$ cat src/rtl/b2u_pkg.sv
// Shared types for the multi-channel binary-to-unary temporal encoder.
package b2u_pkg;

    typedef enum logic [1:0] {
        B2U_RISING  = 2'b00,
        B2U_FALLING = 2'b01,
        B2U_PULSE   = 2'b10,
        B2U_RSVD    = 2'b11
    } b2u_mode_e;

    typedef enum logic {
        IDLE = 1'b0,
        RUN  = 1'b1
    } b2u_state_e;

endpackage

$ cat src/rtl/binary2unary_lane.sv
// One encoder channel: holds its latched value and registers the unary bit
// for the tick that follows the current one.
module binary2unary_lane
    import b2u_pkg::*;
#(
    parameter int INPUT_WIDTH = 4,
    parameter int PULSE_WIDTH = 8
) (
    input  logic                   aclk,
    input  logic                   grst,
    input  logic                   load,
    input  logic [INPUT_WIDTH-1:0] value_in,
    input  b2u_mode_e              mode,
    input  logic [INPUT_WIDTH-1:0] tick,
    input  logic                   active,
    output logic                   unary
);

    logic [INPUT_WIDTH-1:0] value_q;
    logic [INPUT_WIDTH-1:0] value_eff;
    logic [INPUT_WIDTH:0]   pulse_end;
    logic                   f_bit;

    // A new value becomes effective in the same edge that latches it, so tick 0
    // of the new gamma cycle is already encoded with it.
    assign value_eff = load ? value_in : value_q;

    // One extra bit keeps value+width from wrapping; ticks never exceed the
    // cycle length, so the pulse is clipped at the cycle end for free.
    assign pulse_end = {1'b0, value_eff} + (INPUT_WIDTH+1)'(PULSE_WIDTH);

    always_comb begin
        f_bit = 1'b0;
        case (mode)
            B2U_FALLING: f_bit = (tick < value_eff);
            B2U_PULSE:   f_bit = (tick >= value_eff) && ({1'b0, tick} < pulse_end);
            default:     f_bit = (tick >= value_eff);
        endcase
    end

    always_ff @(posedge aclk) begin
        if (!grst) begin
            value_q <= '0;
            unary   <= 1'b0;
        end else begin
            if (load) begin
                value_q <= value_in;
            end
            unary <= active & f_bit;
        end
    end

endmodule

$ cat src/rtl/binary2unary_array.sv
// NUM_CH-channel binary-to-unary encoder with run-time mode; owns the gamma
// cycle FSM, tick counter and handshake shared by all lanes.
module binary2unary_array
    import b2u_pkg::*;
#(
    parameter int NUM_CH            = 4,
    parameter int GAMMA_CYCLE_WIDTH = 16,
    parameter int PULSE_WIDTH       = 8,
    parameter int INPUT_WIDTH       = $clog2(GAMMA_CYCLE_WIDTH)
) (
    input  logic                          aclk,
    input  logic                          grst,
    input  logic [1:0]                    mode,
    input  logic                          in_valid,
    output logic                          in_ready,
    input  logic [NUM_CH*INPUT_WIDTH-1:0] binary_input,
    output logic [NUM_CH-1:0]             unary_output,
    output logic                          gamma_start,
    output logic                          busy,
    output b2u_state_e                    state_dbg
);

    // Handshake: a vector and mode transfer on a rising edge where in_valid and
    // in_ready are both high; in_ready depends only on state and tick.
    localparam logic [INPUT_WIDTH-1:0] LAST_TICK = INPUT_WIDTH'(GAMMA_CYCLE_WIDTH - 1);

    b2u_state_e             state_q, state_d;
    logic [INPUT_WIDTH-1:0] tick_q;
    b2u_mode_e              mode_q;
    b2u_mode_e              mode_eff;
    logic [INPUT_WIDTH-1:0] next_tick;
    logic                   at_last;
    logic                   hs;
    logic                   next_active;

    assign at_last   = (tick_q == LAST_TICK);
    assign in_ready  = (state_q == IDLE) || ((state_q == RUN) && at_last);
    assign hs        = in_valid & in_ready;
    assign busy      = (state_q == RUN);
    assign gamma_start = (state_q == RUN) && (tick_q == '0);
    assign state_dbg = state_q;

    always_comb begin
        state_d = state_q;
        case (state_q)
            IDLE:    if (hs) state_d = RUN;
            RUN:     if (at_last && !hs) state_d = IDLE;
            default: state_d = IDLE;
        endcase
    end

    always_ff @(posedge aclk) begin
        if (!grst) begin
            state_q <= IDLE;
            tick_q  <= '0;
            mode_q  <= B2U_RISING;
        end else begin
            state_q <= state_d;
            if (hs) begin
                tick_q <= '0;
                mode_q <= b2u_mode_e'(mode);
            end else if ((state_q == RUN) && !at_last) begin
                tick_q <= tick_q + INPUT_WIDTH'(1);
            end else begin
                tick_q <= '0;
            end
        end
    end

    // Lanes evaluate the tick that will be current after this edge.
    assign mode_eff    = hs ? b2u_mode_e'(mode) : mode_q;
    assign next_tick   = hs ? '0 : tick_q + INPUT_WIDTH'(1);
    assign next_active = hs | ((state_q == RUN) & !at_last);

    for (genvar c = 0; c < NUM_CH; c++) begin : g_lane
        binary2unary_lane #(
            .INPUT_WIDTH (INPUT_WIDTH),
            .PULSE_WIDTH (PULSE_WIDTH)
        ) u_lane (
            .aclk     (aclk),
            .grst     (grst),
            .load     (hs),
            .value_in (binary_input[c*INPUT_WIDTH +: INPUT_WIDTH]),
            .mode     (mode_eff),
            .tick     (next_tick),
            .active   (next_active),
            .unary    (unary_output[c])
        );
    end

endmodule

$ cat config.mk
export PLATFORM = sky130hd
export DESIGN_NAME = binary2unary_array
export DESIGN_NICKNAME = d
export VERILOG_FILES = /design/src/rtl/b2u_pkg.sv /design/src/rtl/binary2unary_lane.sv /design/src/rtl/binary2unary_array.sv
export SDC_FILE = /design/constraint.sdc
export NUM_CORES = 1
export LEC_CHECK = 0
export CAP_MARGIN = 20
export CORE_UTILIZATION = 54
export DETAILED_ROUTE_END_ITERATION = 7
export HOLD_SLACK_MARGIN = 0.15
export PLACE_DENSITY = 0.8
export SLEW_MARGIN = 30
export SYNTH_ARGS = -nofsm -noshare
export SYNTH_HDL_FRONTEND = slang
export SYNTH_HIERARCHICAL = 1
export SYNTH_SLANG_ARGS = --single-unit
$ cat constraint.sdc
create_clock -name aclk -period 3.4 [get_ports aclk]
set_input_delay 0.68 -clock aclk [delete_from_list [all_inputs] [get_ports aclk]]
set_output_delay 0.68 -clock aclk [all_outputs]
set_load 0.03 [all_outputs]
Word level (Yosys, flattened, before mapping)
Index checks and enable logic that the tools add are counted.
{"block": "word_totals", "register_bits": 27, "inputBits": 21, "out_inout_bits": 8, "wordCells": 67}
{"block": "op_classes", "addsub": 5, "n_lt_le_gt_ge": 12, "eq_ne": 3, "n_mux": 13, "n_bitwise": 10, "n_reduce_logical": 13}
{"op": "$add 4x4->5 const B", "n": 4}
{"op": "$lt 4x5->1", "n": 4}
{"op": "$mux 4", "n": 5}
{"op": "$ge 4x4->1", "n": 4}
{"op": "$lt 4x4->1", "n": 4}
{"op": "$pmux 1 s2", "n": 5}
{"op": "$logic_and 1x1->1", "n": 8}
{"op": "$and 1x1->1", "n": 6}
{"op": "$add 4x1->4 const B", "n": 1}
{"op": "$eq 4x4->1 const B", "n": 1}
{"op": "$logic_not 4->1", "n": 1}
{"op": "$not 1->1", "n": 3}
{"op": "$reduce_or 3->1", "n": 1}
{"op": "$eq 2x1->1 const B", "n": 1}
{"op": "$eq 2x2->1 const B", "n": 1}
{"op": "$logic_not 1->1", "n": 2}
{"op": "$mux 1", "n": 2}
{"op": "$mux 2", "n": 1}
{"op": "$logic_or 1x1->1", "n": 1}
{"op": "$or 1x1->1", "n": 1}

Depth between registers and ports, before layout
Gate-level depths: netlist of run 1.
{"block": "logic_depth", "word_depth": 10, "depth_mapped": 10, "depth_no_buf": 10}

By module
The synthesis of run 1 kept the hierarchy.
{"module": "binary2unary_lane", "instances": 4, "cells_per_inst": 40, "area_each_um2": 376.6, "seq_area_each_um2": 100.1}
{"module": "binary2unary_array", "instances": 1, "cells_per_inst": 40, "area_each_um2": 374.1, "seq_area_each_um2": 140.1}

Worst setup path after synthesis of run 1
OpenSTA, ideal clock, no wires.
{"block": "synth_path", "path_kind": "reg-to-reg", "start": "register tick_q[0]", "end": "register g_lane[0].u_lane.unary", "setup_ns": 0.124, "arrival_ns": 2.551, "required_time_ns": 3.276, "path_slack_ns": 0.725, "stages_incl_launch_ff": 10, "n_path_buf": 0, "period_less_slack_ns": 2.675, "path_cell_list": "dfxtp_1 > ha_1 > nand3_4 > a21boi_4 > mux2_2 > ha_1 > and3b_1 > o21ai_0 > a211oi_1 > nor4_2"}
{"block": "synth_via", "elab_chain_len": 10, "word_cells_on_any_way": 20, "classes_between": "add/sub: 2; order compare: 3; eq/ne: 3; mux: 4; bitwise: 4; reduce/logical: 4"}
{"item": "start: declaration", "line": "binary2unary_array.sv:28", "source": "logic [INPUT_WIDTH-1:0] tick_q;"}
{"item": "start signal: assignment", "line": "binary2unary_array.sv:63", "source": "tick_q <= tick_q + INPUT_WIDTH'(1);"}
{"item": "$eq 4x4->1", "line": "binary2unary_array.sv:36", "source": "assign at_last = (tick_q == LAST_TICK);"}
{"item": "$logic_and 1x1->1", "line": "binary2unary_array.sv:37", "source": "assign in_ready = (state_q == IDLE) || ((state_q == RUN) && at_last);"}
{"item": "$logic_or 1x1->1", "line": "binary2unary_array.sv:37"}
{"item": "$and 1x1->1", "line": "binary2unary_array.sv:38", "source": "assign hs = in_valid & in_ready;"}
{"item": "net hs", "line": "binary2unary_array.sv:33", "source": "logic hs;"}
{"item": "$mux 4"}
{"item": "$add 4x4->5", "line": "binary2unary_lane.sv:30", "source": "assign pulse_end = {1'b0, value_eff} + (INPUT_WIDTH+1)'(PULSE_WIDTH);"}
{"item": "net g_lane[0].u_lane.pulse_end[0]", "line": "binary2unary_lane.sv:21", "source": "logic [INPUT_WIDTH:0] pulse_end;"}
{"item": "$lt 4x5->1", "line": "binary2unary_lane.sv:36", "source": "B2U_PULSE: f_bit = (tick >= value_eff) && ({1'b0, tick} < pulse_end);"}
{"item": "$logic_and 1x1->1", "line": "binary2unary_lane.sv:36"}
{"item": "$pmux 1 s2", "line": "binary2unary_lane.sv:34", "source": "case (mode)"}
{"item": "$and 1x1->1", "line": "binary2unary_lane.sv:49", "source": "unary <= active & f_bit;"}
{"item": "end signal: assignment", "line": "binary2unary_lane.sv:49"}
{"item": "end: declaration", "line": "binary2unary_lane.sv:16", "source": "output logic unary"}
The timed path passes the listed nets, and every way through them passes these cells.
A chain may end at the register's enable or synchronous reset.

Worst setup path in the final report of run 1
{"block": "layout_path", "start": "input port in_valid", "end": "register g_lane[0].u_lane.unary"}
{"block": "layout_via", "elab_chain_len": 7, "word_cells_on_any_way": 14, "classes_between": "add/sub: 1; order compare: 3; eq/ne: 2; mux: 4; bitwise: 3; reduce/logical: 1"}
{"item": "start: declaration", "line": "binary2unary_array.sv:14", "source": "input logic in_valid,"}
{"item": "$and 1x1->1", "line": "binary2unary_array.sv:38"}
{"item": "net hs", "line": "binary2unary_array.sv:33"}
{"item": "$mux 4"}
{"item": "$add 4x4->5", "line": "binary2unary_lane.sv:30"}
{"item": "net g_lane[0].u_lane.pulse_end[0]", "line": "binary2unary_lane.sv:21"}
{"item": "$lt 4x5->1", "line": "binary2unary_lane.sv:36"}
{"item": "$logic_and 1x1->1", "line": "binary2unary_lane.sv:36"}
{"item": "$pmux 1 s2", "line": "binary2unary_lane.sv:34"}
{"item": "$and 1x1->1", "line": "binary2unary_lane.sv:49"}
The timed path passes the listed nets, and every way through them passes these cells.

==> reports/metrics.yaml, run 1 <==
dpl_cell_area_sq_um: 2240
synth_cell_type_count: 27
outcome: "complete, no violations"
register_area_sq_um: 541
post_drt_wl_per_cell_um: 12.2
fin_area_sq_um: 2260
post_cts.repair.setup_buffers: 0
fin_nets: 285
diodes: 0
areaGrowthSynthToFinish_pct: 20.4
cts_buffer_depth: 2
max-slew-margin-rel: 0.475
powerDensity_nw_per_um2: 328
p_int_mw: 0.507
drtPass1Iterations: 4
worst_slew_pin_slew_ns: 0.785
portBuffers: 28
grt_pass1_wl_um: 5730
power_frac_comb: 0.336
die_w_um: 61.0
r2r_setup_slack_ns: 0.85
vdd_drop_max_uv: 196
syn_inst: 200
maxCapViolations: 0
nFillCells: 291
utilization: 0.679
setup_viol: 0
drc: 0
end_kind: "flop"
setup_tns_ns: 0
clock_skew_ns: 0.00583
fmax_ghz: 0.389
path_class: "in -> reg"
hold_end: "mode_q[1]"
syn_area_per_cell_sq_um: 9.40
setup_slack_ns: 0.826
overflow: 0
layout_common_cells: "30 x ha_1, 28 x clkdlybuf4s50_1, 27 x dfxtp_1"
seq_area_frac_synth: 0.287
reg2reg_from: "tick_q[0]"
cts-resized-gates: 0
htree_num_levels: 1
whs_ns: 0.473
rows: 21
drtAntennaViolNets: 0
syn_nets: 251
num_vias: 1432
hold_path.class: "reg -> reg"
required_ns: 3.65
drive_gt1_frac: 0.112
syn-cell-area_sq_um: 1880
finalCritPeriodShare: 0.757
ys_seq_elements: 27
fp.dieH_um: 61.0
cts_tree: "built"
power.switching_mw: 0.236
hold_viol_final: 0
grt_start_max_net_pins: 27
gp_congestion: 0.828
cts-root-buf: "clkbuf_4"
cp-start-kind: "primary input"
dp.final_hpwl_um: 2550
crit-reg2reg-capture: "g_lane[0].u_lane/unary"
fin_crit_ns: 2.57
finalPower_mw: 0.742
grt_usage: 0.212
p_seq_frac: 0.463
wirelength_um: 3400
first_iter_violations: 52
yosysWarningCount: 6
slew_violations: 0
cts_hold_buf: 0
antenna_found_initial: 0
min_from: "mode_q[1]"
initial_utilization: 0.564
pre_cts_slack_ns: 0.439
multi_input_area_sq_um: 1240
rsz0062_at_grt: "false"
reg2reg_depth: 10
final_common_cell: "ha_1"
cp_max_fo: 24
die-area_sq_um: 3720
cts_buffers: 3
swShare: 0.317
cp.arrival_ns: 2.82
final_cells: 279
io-pin-count: 29
clk_pin_slew_worst_paths_ns: 0.15
clock_latency_ns: 0.35
clkPwrFrac: 0.201
worstHoldPathCells: 2
via_per_inst: 5.13
dp.cells: 275
leakagePower_nw: 1.04
grt_pass1_vias: 1358
core-area_sq_um: 3340
cts_sinks: 27
-- synth_stat cells --
master | instances | area, sq um
xnor2_1 | 1 | 8.76
nor2_1 | 12 | 45.0
a21o_1 | 4 | 30.0
mux2i_1 | 10 | 100
ha_1 | 30 | 375
nor2b_1 | 13 | 81.3
mux2i_2 | 4 | 55.1
nor4_2 | 4 | 50.1
and2_1 | 4 | 25.0
mux2_4 | 2 | 30.0
a21boi_4 | 1 | 18.8
xor2_1 | 1 | 8.76
dfxtp_1 | 27 | 541
a21oi_1 | 9 | 45.0
o21ai_0 | 8 | 40.0
nand3_1 | 2 | 10.0
inv_1 | 24 | 90.1
nand2_1 | 13 | 48.8
o21a_1 | 4 | 30.0
nand2b_1 | 4 | 25.0
and3b_1 | 4 | 35.0
a21boi_2 | 4 | 45.0
buf_4 | 1 | 7.51
a211oi_1 | 8 | 60.1
nand3_4 | 1 | 17.5
mux2_2 | 4 | 45.0
and4bb_2 | 1 | 12.5
-- worst max-delay path, stage by stage --
cell and delay (ns):
clkdlybuf4s50_1 0.48, a21boi_4 0.19, buf_12 0.21, mux2_2 0.36
ha_1 0.26, nand2b_1 0.13, a211oi_1 0.26, o21a_1 0.19
nor4_2 0.05
-- routing by layer --
layer	vias to the layer above	share of wire	global-route usage
met4	0	0.021	0.110
met3	5	0.038	0.0336
met1	647	0.46	0.243
met5	-	0	0
met2	26	0.48	0.380
li1	754	-	-
-- how the worst max path moves through the flow --
| stage | startpoint | to | slack (ns) |
|---|---|---|---|
| after floorplan | tick_q[0] | g_lane[0].u_lane/unary | 0.73 |
| after global placement | in_valid | g_lane[1].u_lane/unary | 0.46 |
| after detailed placement | in_valid | g_lane[1].u_lane/unary | 0.44 |
| after CTS | tick_q[0] | in_ready | 0.81 |
| after global routing | in_valid | g_lane[1].u_lane/unary | 0.59 |
| final | in_valid | g_lane[0].u_lane/unary | 0.83 |
-- power groups by stage --
stage | clock network (mW) | logic, mW | registers, mW
2_1_floorplan | 0 | 0.161 | 0.361
3_3_place_gp | 0 | 0.243 | 0.350
3_5_place_dp | 0 | 0.249 | 0.351
4_1_cts | 0.156 | 0.251 | 0.344
5_1_grt | 0.167 | 0.280 | 0.346
6_report | 0.149 | 0.250 | 0.344
-- state kept, by name (all words and copies together), names as in the netlist --
name                   flops
busy                       1
g_lane.u_lane/unary        4
g_lane.u_lane/value_q     16
mode_q                     2
tick_q                     4
-- kinds of logic (layout without fill, tap and decap cells) --
family | count (synthesis) | in the layout | share of synthesized area
AND/OR/NAND/NOR | 58 | 58 | 0.186
flip-flops | 27 | 27 | 0.287
adder cells (fa/ha/maj) | 30 | 30 | 0.200
buffers and inverters | 25 | 58 | 0.0519
AO/OA/AOI/OAI | 38 | 38 | 0.143
multiplexers | 20 | 20 | 0.122
XOR/XNOR | 2 | 2 | 0.00932
-- final cells by class --
class | instances | share of cell area
tap | 46 | 0.0254
multi-input combinational | 148 | 0.549
inverter | 24 | 0.0398
timing repair buffer | 30 | 0.136
sequential | 27 | 0.239
clock buffer | 4 | 0.0116
No activity file was read; power rests on OpenSTA's default activity.
==> inputs of run 2 (changes only) <==
==> constraint.sdc (replaced) <==
create_clock -name aclk -period 2.4 [get_ports aclk]
set_input_delay 0.48 -clock aclk [delete_from_list [all_inputs] [get_ports aclk]]
set_output_delay 0.48 -clock aclk [all_outputs]
set_load 0.03 [all_outputs]
==> reports/metrics.yaml, run 2 (same netlist as run 1, synthesis figures left out) <==
fin_area_sq_um: 2590
cts_buffer_depth: 2
gp_congestion: 0.949
grt_pass1_wl_um: 6130
max-slew-margin-rel: 0.554
setup_tns_ns: 0
layout_common_cells: "28 x ha_1, 28 x clkdlybuf4s50_1, 27 x buf_4"
drive_gt1_frac: 0.262
top_regs: "g_lane.u_lane/value_q: 16 flops, g_lane.u_lane/unary: 4 flops, tick_q: 4 flops"
hold_path.class: "reg -> reg"
powerDensity_nw_per_um2: 441
cts-root-buf: "clkbuf_4"
num_vias: 1567
overflow: 0
worst_slew_pin_slew_ns: 0.666
nFillCells: 241
rsz0062_at_grt: "true"
setup_viol: 0
drtAntennaViolNets: 0
cts_tree: "built"
core-area_sq_um: 3340
wl_met1_um: 1990
drc: 0
maxCapViolations: 0
fin_nets: 312
fmax_ghz: 0.421
finalPower_mw: 1.14
fp.dieH_um: 61.0
cts_sinks: 27
clk_pin_slew_worst_paths_ns: 0.15
grt_usage: 0.223
clock_skew_ns: 0.00936
htree_num_levels: 1
fin_crit_ns: 2.38
top_layer: "met4"
rows: 21
drtPass1Iterations: 4
end_kind: "flop"
cp-start-kind: "primary input"
largest_reg_flops: 16
first_iter_violations: 32
grt_start_max_net_pins: 15
slew_violations: 0
areaGrowthSynthToFinish_pct: 37.6
finalCritPeriodShare: 0.991
via_per_inst: 5.12
diodes: 0
die_w_um: 61.0
hold_viol_final: 0
leakagePower_nw: 1.18
cp_max_fo: 13
post_drt_wl_per_cell_um: 13.0
wl_met3_um: 92
dp.final_hpwl_um: 2920
largest-register: "g_lane.u_lane/value_q"
met2_length_um: 1860
portBuffers: 28
cp.arrival_ns: 2.62
clock_latency_ns: 0.33
cts_buffers: 3
whs_ns: 0.474
outcome: "complete, no violations"
die-area_sq_um: 3720
dpl_cell_area_sq_um: 2480
wirelength_um: 3990
grt_pass1_vias: 1428
initial_utilization: 0.564
vdd_drop_max_uv: 330
path_class: "in -> reg"
antenna_found_initial: 0
required_ns: 2.64
io-pin-count: 29
run 2: changes by cell type in the layout (fill, tap and decap cells not counted), sizes merged:
cell	change
buf	+27
run 2: power breakdown:
| part | leakage (nW) | switching [mW] | internal (mW) | total, mW |
|---|---|---|---|---|
| clock | 0.0150 | 0.138 | 0.0651 | 0.203 |
| sequential | 0.223 | 0.0122 | 0.475 | 0.487 |
| combinational | 0.947 | 0.209 | 0.243 | 0.452 |
run 2: layout make-up:
cell class / count / area [sq um] / area share
clock buffers: 4 / 26.3 / 0.0102
inverters: 24 / 90.1 / 0.0348
multi-input cells: 148 / 1340 / 0.519
flip-flops and latches: 27 / 548 / 0.212
well taps: 46 / 57.6 / 0.0222
repair buffers: 57 / 523 / 0.202
run 2: metrics by stage:
| step | util | worst slack, ns | std cells |
|---|---|---|---|
| 6_report | 0.775 | 0.0227 | 306 |
| 5_1_grt | 0.775 | -0.0971 | 306 |
| 4_1_cts | 0.750 | 0.0286 | 302 |
| 3_5_place_dp | 0.742 | -0.299 | 298 |
| 3_3_place_gp | 0.742 | -0.240 | 298 |
| 2_1_floorplan | - | -0.0984 | 200 |
run 2: what timing repair did:
| item | 4_1_cts | 5_1_grt |
|---|---|---|
| gates resized for setup | 0 | 11 |
| setup endpoints to repair | 0 | 4 |
| setup buffers | 0 | 4 |
| hold buffers | 0 | 0 |
run 2: final timing paths:
kind                                start                     end  slack [ns]  cells past startpoint
worst max register to register  tick_q[0]  g_lane[2].u_lane/unary        0.03                     10
worst min-delay path            mode_q[0]               mode_q[0]        0.47                      2
worst min register to register  mode_q[0]               mode_q[0]        0.47                      2
worst max-delay path             in_valid  g_lane[2].u_lane/unary        0.02                      9
run 2: metal layers:
layer  global-route usage  vias to the layer above
met1                0.310                      727
met2                0.366                       25
met3               0.0252                        4
met4               0.0682                        0
met5                    0                        -
li1                     -                      811
run 2: critical path, stage by stage:
cell             delay (ns)
clkdlybuf4s50_1        0.48
a21boi_4               0.24
buf_12                 0.18
mux2i_2                0.25
ha_1                   0.27
and3b_1                0.21
o21ai_1                0.19
a211oi_2               0.10
nor4_2                 0.21
==> inputs of run 3 (changes only) <==
--- a/config.mk
+++ b/config.mk
@@ -6,10 +6,11 @@
 export NUM_CORES = 1
 export LEC_CHECK = 0
 export CAP_MARGIN = 20
-export CORE_UTILIZATION = 54
+export CORE_UTILIZATION = 60
 export DETAILED_ROUTE_END_ITERATION = 7
+export DONT_BUFFER_PORTS = 1
 export HOLD_SLACK_MARGIN = 0.15
-export PLACE_DENSITY = 0.8
+export PLACE_DENSITY = 0.76
 export SLEW_MARGIN = 30
 export SYNTH_ARGS = -nofsm -noshare
 export SYNTH_HDL_FRONTEND = slang
==> reports/metrics.yaml, run 3 (same netlist as run 1, synthesis figures left out) <==
outcome: "finished with violations"
violations: "design-rule violations, negative setup slack"
layout_common_cells: "27 x ha_1, 25 x dfxtp_1, 24 x inv_1"
hold_viol_final: 0
r2r_setup_slack_ns: -0.04
largest_reg_flops: 16
clock_skew_ns: 0.0126
final_cells: 245
path_class: "reg -> reg"
cp_max_fo: 6
largest-register: "g_lane.u_lane/value_q"
dpl_cell_area_sq_um: 2010
drive_gt1_frac: 0.285
reg2reg_from: "tick_q[0]"
leakagePower_nw: 1.01
core-area_sq_um: 2850
top_usage_layer: "met2"
p_seq_frac: 0.465
end_kind: "flop"
cpMaxStageDelayCell: "dfxtp_4"
setup_viol: 3
diodes: 0
first_iter_violations: 52
cp.arrival_ns: 2.69
cts_buffers: 3
utilization: 0.786
nFillCells: 197
dp.cells: 234
fmax_ghz: 0.410
fin_crit_ns: 2.44
min_from: "grst"
fin_area_sq_um: 2240
dp.final_hpwl_um: 2800
initial_utilization: 0.659
rows: 19
multi_input_area_sq_um: 1410
clock_latency_ns: 0.33
register_area_sq_um: 546
cpPeakStageDelay_ns: 0.41
die-area_sq_um: 3360
cts-root-buf: "clkbuf_4"
grt_start_max_net_pins: 27
crit-reg2reg-capture: "g_lane[1].u_lane/unary"
maxCapViolations: 0
htree_num_levels: 1
vdd_drop_max_uv: 374
use_met2: 0.437
gp_congestion: 0.828
pre_cts_slack_ns: 0.0158
cts_hold_buf: 0
post_drt_wl_per_cell_um: 16.8
rsz0062_at_grt: "true"
power.switching_mw: 0.356
use_met1: 0.268
finalCritPeriodShare: 1.02
via_per_inst: 6.00
clk_pin_slew_worst_paths_ns: 0.16
cts_tree: "built"
areaGrowthSynthToFinish_pct: 19.2
final_common_cell: "ha_1"
cts_buffer_depth: 2
crit_path_cell_trace: "ha_4 > nand3_4 > a21boi_4 > clkbuf_16 > buf_6 > nor2_2 > ha_1 > a21o_1 > o21ai_2 > a211oi_2 > nor4_2"
crit_end: "g_lane[1].u_lane/unary"
clkPwrFrac: 0.188
die_w_um: 58.0
cp-start-kind: "flop"
drtPass1Iterations: 6
powerDensity_nw_per_um2: 483
top_regs: "g_lane.u_lane/value_q: 16 flops, g_lane.u_lane/unary: 4 flops, tick_q: 4 flops"
setup_slack_ns: -0.0363
drc: 1
antenna_found_initial: 0
slew_violations: 0
worst_slew_pin_slew_ns: 0.376
hold_path.class: "in -> reg"
power_frac_comb: 0.347
grt_pass1_vias: 1499
whs_ns: 0.263
fp.dieH_um: 58.0
num_vias: 1471
grt_pass1_wl_um: 6110
portBuffers: 0
reg2reg_depth: 11
cts_sinks: 27
swShare: 0.329
drtAntennaViolNets: 0
wirelength_um: 4110
io-pin-count: 29
max-slew-margin-rel: 0.749
use_met3: 0.0357
fin_nets: 266
grt_usage: 0.235
required_ns: 2.66
overflow: 0
p_int_mw: 0.727
crit_start: "tick_q[0]"
## run 3: changes by cell type in the layout (fill, tap and decap cells not counted), sizes merged
cell           delta
clkinvlp          +1
buf              -19
clkdlybuf4s50    -28
## run 3: worst min path at each step
stage	to	slack, ns	cells past startpoint
2_1_floorplan	mode_q[0]	0.43	2
3_3_place_gp	mode_q[0]	0.44	2
3_5_place_dp	mode_q[0]	0.46	2
4_1_cts	g_lane[0].u_lane/value_q[0]	0.25	1
5_1_grt	g_lane[1].u_lane/value_q[0]	0.25	1
6_report	g_lane[0].u_lane/value_q[0]	0.26	1
## run 3: timing repair
action / CTS / global route
resized for setup: 1 / 21
cloned: 0 / 1
setup endpoints to repair: 1 / 4
setup buffers: 0 / 6
pin swaps: 0 / 4
## run 3: per-stage QoR
step	total power [mW]	TNS (ns)
2_1_floorplan	0.760	-0.393
3_3_place_gp	0.804	0
3_5_place_dp	0.821	0
5_1_grt	1.14	-0.514
6_report	1.08	-0.0862
4_1_cts	1.03	0
## run 3: power groups by stage
stage	Clock [mW]	Sequential, mW	Combinational, mW
after floorplan	0	0.513	0.247
after global placement	0	0.512	0.292
after detailed placement	0	0.513	0.309
after CTS	0.211	0.503	0.311
after global routing	0.224	0.507	0.406
final	0.203	0.504	0.376
## run 3: per-layer routing
layer	part of all wire	vias up
li1	-	716
met1	0.42	702
met2	0.50	42
met3	0.056	11
met4	0.019	0
met5	0	-
## run 3: layout make-up
| type | count | area share |
|---|---|---|
| Sequential cell | 27 | 0.243 |
| Clock inverter | 1 | 0.00335 |
| Inverter | 24 | 0.0402 |
| Timing Repair Buffer | 11 | 0.0575 |
| Tap cell | 31 | 0.0173 |
| Multi-Input combinational cell | 148 | 0.628 |
| Clock buffer | 3 | 0.0100 |
## run 3: critical path, delay by kind of cell, from the launching register on
family,cells,cell delay (ns)
AO/OA/AOI/OAI,4,0.72
buffers and inverters,2,0.36
AND/OR/NAND/NOR,3,0.38
adder cells (fa/ha/maj),2,0.48
flip-flops,1,0.41
